===== config.mk =====
export PLATFORM = sky130hd
export DESIGN_NAME = ps2_key_decoder
export DESIGN_NICKNAME = d
export VERILOG_FILES = /design/src/rtl/ps2_key_decoder.sv
export SDC_FILE = /design/constraint.sdc
export NUM_CORES = 1
export LEC_CHECK = 0
export ABC_AREA = 1
export CORE_ASPECT_RATIO = 1.25
export CORE_UTILIZATION = 55
export DETAILED_ROUTE_END_ITERATION = 10
export PLACE_DENSITY = 0.73
export REMOVE_ABC_BUFFERS = 1
export SYNTH_ARGS = -nofsm -noshare
export SYNTH_HDL_FRONTEND = slang
export SYNTH_SLANG_ARGS = --single-unit

===== constraint.sdc =====
create_clock -name clk -period 2.3 [get_ports clk]
set_input_delay 0.46 -clock clk [delete_from_list [all_inputs] [get_ports clk]]
set_output_delay 0.46 -clock clk [all_outputs]
set_load 0.05 [all_outputs]

===== src/rtl/ps2_key_decoder.sv =====
// ---------------------------------------------------------------------------
// ps2_key_decoder
//
// Purpose:
//   Turns the PS/2 set-2 scan-code byte stream into synth controls.
//   - Note keys drive a 4-bit semitone index and a "note held" flag.
//     The most recently pressed note key always takes over.
//   - Four control keys (X, Z, '=', '-') each produce a one-cycle pulse.
//     Typematic repeats of a key that is still held produce no pulse.
//   - F0 (break) and E0 (extended) prefixes are framed by a small FSM.
//     Extended keys never affect any output.
//   - Keyboard error/BAT codes and abandoned prefixes raise kbd_error.
//
// Ports:
//   clk                 in  1  system clock
//   reset               in  1  synchronous, active-low reset
//   rx_byte             in  8  received scan-code byte (valid with rx_valid)
//   rx_valid            in  1  one-cycle strobe per received byte
//   note                out 4  semitone index 0..11 of active/last note key
//   note_in             out 1  high while the key driving note is held
//   octave_plus_plus    out 1  one-cycle pulse, X pressed
//   octave_minus_minus  out 1  one-cycle pulse, Z pressed
//   amp_plus_plus       out 1  one-cycle pulse, '=' pressed
//   amp_minus_minus     out 1  one-cycle pulse, '-' pressed
//   kbd_error           out 1  one-cycle pulse on error/BAT code or timeout
//
// Parameters:
//   TIMEOUT_CYCLES      cycles a prefix state waits for its follow-up byte
// ---------------------------------------------------------------------------
module ps2_key_decoder #(
  parameter int TIMEOUT_CYCLES = 50000000
) (
  input  logic       clk,
  input  logic       reset,
  input  logic [7:0] rx_byte,
  input  logic       rx_valid,
  output logic [3:0] note,
  output logic       note_in,
  output logic       octave_plus_plus,
  output logic       octave_minus_minus,
  output logic       amp_plus_plus,
  output logic       amp_minus_minus,
  output logic       kbd_error
);

  // A counter of $clog2(TIMEOUT_CYCLES) bits is enough because it only ever
  // has to reach TIMEOUT_CYCLES-1. Keep at least one bit for tiny values.
  localparam int CW = (TIMEOUT_CYCLES > 1) ? $clog2(TIMEOUT_CYCLES) : 1;
  localparam logic [CW-1:0] TO_LAST = CW'(TIMEOUT_CYCLES - 1);

  localparam logic [7:0] C_BREAK = 8'hF0;
  localparam logic [7:0] C_EXT   = 8'hE0;
  localparam logic [7:0] C_BAT   = 8'hAA;
  localparam logic [7:0] C_ERR0  = 8'hFC;
  localparam logic [7:0] C_ERR1  = 8'hFF;

  // Control key slots, shared by the held mask and the pulse vector.
  localparam logic [1:0] K_OCT_P = 2'd0;
  localparam logic [1:0] K_OCT_M = 2'd1;
  localparam logic [1:0] K_AMP_P = 2'd2;
  localparam logic [1:0] K_AMP_M = 2'd3;

  typedef enum logic [1:0] {
    S_IDLE,
    S_BRK,
    S_EXT,
    S_EXT_BRK
  } state_t;

  state_t          r_state;
  state_t          w_state_next;
  logic [3:0]      r_note;
  logic [3:0]      w_note_next;
  logic            r_note_in;
  logic            w_note_in_next;
  logic [3:0]      r_held;
  logic [3:0]      w_held_next;
  logic [3:0]      r_pulse;
  logic [3:0]      w_pulse_next;
  logic            r_err;
  logic            w_err_next;
  logic [CW-1:0]   r_cnt;
  logic [CW-1:0]   w_cnt_next;

  // -------------------------------------------------------------------------
  // Scan-code decode (pure combinational lookup of the current byte)
  // -------------------------------------------------------------------------
  logic       w_note_hit;
  logic [3:0] w_note_val;
  logic       w_ctl_hit;
  logic [1:0] w_ctl_idx;
  logic       w_is_err_code;

  always_comb begin
    w_note_hit = 1'b1;
    w_note_val = 4'd0;
    case (rx_byte)
      8'h1C:   w_note_val = 4'd0;
      8'h1D:   w_note_val = 4'd1;
      8'h1B:   w_note_val = 4'd2;
      8'h24:   w_note_val = 4'd3;
      8'h23:   w_note_val = 4'd4;
      8'h2B:   w_note_val = 4'd5;
      8'h2C:   w_note_val = 4'd6;
      8'h34:   w_note_val = 4'd7;
      8'h35:   w_note_val = 4'd8;
      8'h33:   w_note_val = 4'd9;
      8'h3C:   w_note_val = 4'd10;
      8'h3B:   w_note_val = 4'd11;
      default: w_note_hit = 1'b0;
    endcase
  end

  always_comb begin
    w_ctl_hit = 1'b1;
    w_ctl_idx = K_OCT_P;
    case (rx_byte)
      8'h22:   w_ctl_idx = K_OCT_P;  // X
      8'h1A:   w_ctl_idx = K_OCT_M;  // Z
      8'h55:   w_ctl_idx = K_AMP_P;  // =
      8'h4E:   w_ctl_idx = K_AMP_M;  // -
      default: w_ctl_hit = 1'b0;
    endcase
  end

  assign w_is_err_code = (rx_byte == C_BAT) || (rx_byte == C_ERR0) ||
                         (rx_byte == C_ERR1);

  // -------------------------------------------------------------------------
  // State register
  // -------------------------------------------------------------------------
  always_ff @(posedge clk) begin
    if (!reset) begin
      r_state   <= S_IDLE;
      r_note    <= 4'd0;
      r_note_in <= 1'b0;
      r_held    <= 4'd0;
      r_pulse   <= 4'd0;
      r_err     <= 1'b0;
      r_cnt     <= '0;
    end else begin
      r_state   <= w_state_next;
      r_note    <= w_note_next;
      r_note_in <= w_note_in_next;
      r_held    <= w_held_next;
      r_pulse   <= w_pulse_next;
      r_err     <= w_err_next;
      r_cnt     <= w_cnt_next;
    end
  end

  // -------------------------------------------------------------------------
  // Next-state and output logic
  // -------------------------------------------------------------------------
  always_comb begin
    w_state_next   = r_state;
    w_note_next    = r_note;
    w_note_in_next = r_note_in;
    w_held_next    = r_held;
    w_pulse_next   = 4'd0;
    w_err_next     = 1'b0;
    w_cnt_next     = r_cnt;

    if (rx_valid) begin
      // Any byte restarts the prefix timeout; a byte arriving in the same
      // cycle as the timeout wins and is processed normally.
      w_cnt_next = '0;
      case (r_state)
        S_IDLE: begin
          if (rx_byte == C_BREAK) begin
            w_state_next = S_BRK;
          end else if (rx_byte == C_EXT) begin
            w_state_next = S_EXT;
          end else if (w_is_err_code) begin
            // Keyboard reset/error: key-up events may have been lost, so
            // forget everything we believe is held.
            w_note_in_next = 1'b0;
            w_held_next    = 4'd0;
            w_err_next     = 1'b1;
          end else if (w_note_hit) begin
            w_note_next    = w_note_val;
            w_note_in_next = 1'b1;
          end else if (w_ctl_hit) begin
            // Only the first make of a held key pulses; repeats are absorbed.
            w_pulse_next[w_ctl_idx] = ~r_held[w_ctl_idx];
            w_held_next[w_ctl_idx]  = 1'b1;
          end
        end
        S_BRK: begin
          w_state_next = S_IDLE;
          if (w_note_hit) begin
            // Releasing a key that was overridden must not silence the
            // newer note.
            if (w_note_val == r_note) begin
              w_note_in_next = 1'b0;
            end
          end else if (w_ctl_hit) begin
            w_held_next[w_ctl_idx] = 1'b0;
          end
        end
        S_EXT: begin
          w_state_next = (rx_byte == C_BREAK) ? S_EXT_BRK : S_IDLE;
        end
        S_EXT_BRK: begin
          w_state_next = S_IDLE;
        end
        default: begin
          w_state_next = S_IDLE;
        end
      endcase
    end else if (r_state != S_IDLE) begin
      // Waiting for the byte after a prefix. The >= compare keeps the
      // counter saturating rather than wrapping.
      if (r_cnt >= TO_LAST) begin
        w_state_next = S_IDLE;
        w_err_next   = 1'b1;
        w_cnt_next   = '0;
      end else begin
        w_cnt_next = r_cnt + 1'b1;
      end
    end else begin
      w_cnt_next = '0;
    end
  end

  // -------------------------------------------------------------------------
  // Outputs (all straight from registers)
  // -------------------------------------------------------------------------
  assign note               = r_note;
  assign note_in            = r_note_in;
  assign octave_plus_plus   = r_pulse[K_OCT_P];
  assign octave_minus_minus = r_pulse[K_OCT_M];
  assign amp_plus_plus      = r_pulse[K_AMP_P];
  assign amp_minus_minus    = r_pulse[K_AMP_M];
  assign kbd_error          = r_err;

endmodule

==> results.md <==
- Status: completed
- Critical path fanouts, max: 5
- Type of the worst min-delay path: register to register
- Startpoint class of the critical path: input port
- Worst slew pin tran: 0.494 ns
- Pre-antenna DRT Iters: 5
- ANT nets after route: 0
- Cell taking the most area after synthesis: dfxtp_1
- Worst Path Arrival: 2.22 ns
- Worst slew margin relative to its limit: 67.0%
- Fin util: 65.9%
- Gr ovfl total: 0
- Met2 wire length: 2950 microns
- Core ar.: 0.00439 sq mm
- Clock transition at path regs: 0.09 ns
- Die ar.: 0.00482 sq mm
- Htree depth: 2
- Final setup margin: 0.261 ns
- Cell variety after synth: 37
- Post-Place Worst Slack: -0.0302 ns
- Syn. warnings: 0
- Leakage power: 1.07 nW
- Num Clock Sinks: 42
- Top layer in use: met4
- Final wirelength: 5520 microns
- Gate count after technology mapping: 379
- Minimum clock period: 2.04 ns
- Via density per instance: 5.31
- Fillers: 408
- Max frequency: 491 MHz
- CP required: 2.49 ns
- Diode count: 0
- Top cell type's share of synthesized area: 33.7%
- Commonest non-fill, non-tap cell in the layout: nand2_1
- Max Cap Viol: 0
- Row count: 27
- Buffers on Ports: 20
- CTS resizes: 0
- Final Cycle Share: 88.6%
- CTS Hold Bufs: 0
- Met1 Wirelength: 2290 microns
- Number of remaining DRC errors: 0
- Crit end category: register
- Final clock skew: 0.00956 ns
- 1st-iter DRT viols: 119
- CTS tree: done
- Clock Tree Root: clkbuf_8
- Most area-consuming cells after synthesis: dfxtp_1 34%, nand2_1 12%, nor2_1 8.7%
- Seq/Total Area, Yosys: 33.7%
- Clk_lat worst skew: 0.29 ns
- Longest Clk Path Bufs: 2
- Design area: 0.00290 sq mm
- Chip Height: 77.4 microns
- Pwr Density: 462 mW/mm^2
- Largest net degree at the start of global routing: 27
- Setup CP Type: input port to register
- Placed inst area: 0.00280 sq mm
- Count of final hold-check violations: 0
- Slew Limit Fails: 0
- Final Setup Violations: 0
- Fin nets: 421
- Post-CTS setup buffer count: 0
- Unrepaired setup endpoints after global routing: no
- Max VDD drop: 306 uV
- Vias: 2483
- First-pass GRT wire length: 9650 microns
- Gpl congestion: 0.855
- Layout cell share with drive strength beyond 1: 13.7%
- Flops & latches, synth: 42
- Mapped Area: 0.00250 sq mm
- Vias in the first global route: 2318
- Layout area overhead: 15.9%
- Routed len/inst: 11.8 microns
- IO Count: 21
- DP Wirelength: 4360 microns
- Initial antenna violation count: 0
- Initial Util: 56.9%
- Chip Width: 62.3 microns
- Syn avg cell area: 6.59 sq um
- CTS buffer count: 5
- GRT Total Usage: 25.1%
- Met3 WL: 132 microns
- Commonest non-fill, non-tap cells in the layout: 79 x nand2_1, 58 x nor2_1, 42 x inv_1, 42 x dfxtp_1, 23 x nand3_1
[where the power goes]
group,switching [mW],total (mW),leakage (nW),internal (mW)
Clock,0.270,0.487,0.0408,0.217
Sequential,0.00351,0.734,0.338,0.730
Combinational,0.0741,0.118,0.686,0.0435
Total,0.348,1.34,1.07,0.991
[final cells by class]
class                   count  area, sq um  share of cell area, %
multi-input cells         283         1450                   50.2
clock buffers               5         68.8                   2.38
repair buffers             26          245                   8.47
clock inverters             3         23.8                  0.821
inverters                  51          191                   6.61
well taps                  58         72.6                   2.51
flip-flops and latches     42          841                   29.0
[synthesized netlist by cell type]
| cell type | count |
|---|---|
| nor2_4 | 4 |
| inv_2 | 8 |
| xnor2_1 | 2 |
| nand2b_1 | 1 |
| nand3_1 | 23 |
| ha_1 | 1 |
| nor2_1 | 58 |
| o21ai_1 | 8 |
| inv_1 | 42 |
| o21ba_2 | 1 |
| a211oi_1 | 1 |
| nor3_2 | 3 |
| clkinv_1 | 1 |
| a32o_1 | 1 |
| buf_2 | 2 |
| o221ai_1 | 1 |
| xor2_1 | 5 |
| nand3_2 | 2 |
| nor2_2 | 7 |
| nor4_1 | 2 |
| or2_2 | 1 |
| o21ai_2 | 1 |
| dfxtp_1 | 42 |
| or2_4 | 1 |
| nor4_2 | 2 |
| clkbuf_1 | 1 |
| nand2_1 | 79 |
| or2_0 | 2 |
| a21oi_1 | 18 |
| nand2_2 | 8 |
| nor3b_1 | 4 |
| o21ai_0 | 10 |
| nand4_2 | 1 |
| nand4_1 | 14 |
| nand2_4 | 2 |
| o21ai_4 | 1 |
| nor3_1 | 19 |
[cells by family after synthesis]
logic type / synth area share [%]
adders and majority gates: 0.501
AOI/OAI and AO/OA: 9.67
DFF: 33.7
buffers and inverters: 8.21
and+or+nand+nor: 45.5
xor gates and xnor gates: 2.45
[layer usage]
metal,vias to the layer above,global-route usage [%]
met4,0,13.0
met1,1124,26.3
li1,1286,-
met5,-,0
met3,12,3.53
met2,61,47.9
[path summary, 6_finish.rpt]
| kind | cells after the start | slack (ns) | from | end |
|---|---|---|---|---|
| worst max-delay path | 14 | 0.26 | rx_byte[0] | note_in |
| worst min-delay path | 1 | 0.47 | r_cnt[0] | r_cnt[0] |
| worst max register to register | 12 | 0.43 | r_cnt[0] | r_cnt[14] |
| worst min register to register | 1 | 0.47 | r_cnt[0] | r_cnt[0] |
[sequential cells by signal (all words and copies together) (netlist names)]
register and count:
r_cnt 26, r_pulse 4, note 4, note_in 1, r_held 4, r_state 2
kbd_error 1
[metrics by stage]
step	power, mW	std cells	hold slack, ns	TNS, ns
floorplan	0.818	376	0.418	0
global placement	0.866	460	0.430	0
detailed placement	0.867	460	0.460	-0.0739
CTS	1.36	468	0.473	0
global route	1.41	468	0.505	0
finish	1.34	468	0.466	0
[critical path, cell delays in order]
cell and delay (ns):
clkdlybuf4s50_1 0.57, inv_1 0.06, nand2_1 0.14, nor2_1 0.10
o21ai_1 0.22, nand2_1 0.10, nand2_1 0.07, nand3_1 0.07
nor2_1 0.10, nand3_1 0.08, nand2_1 0.08, nand3_1 0.06
nand2_1 0.06, nor2_1 0.04
Note: power is estimated with default switching activity, not from simulation.
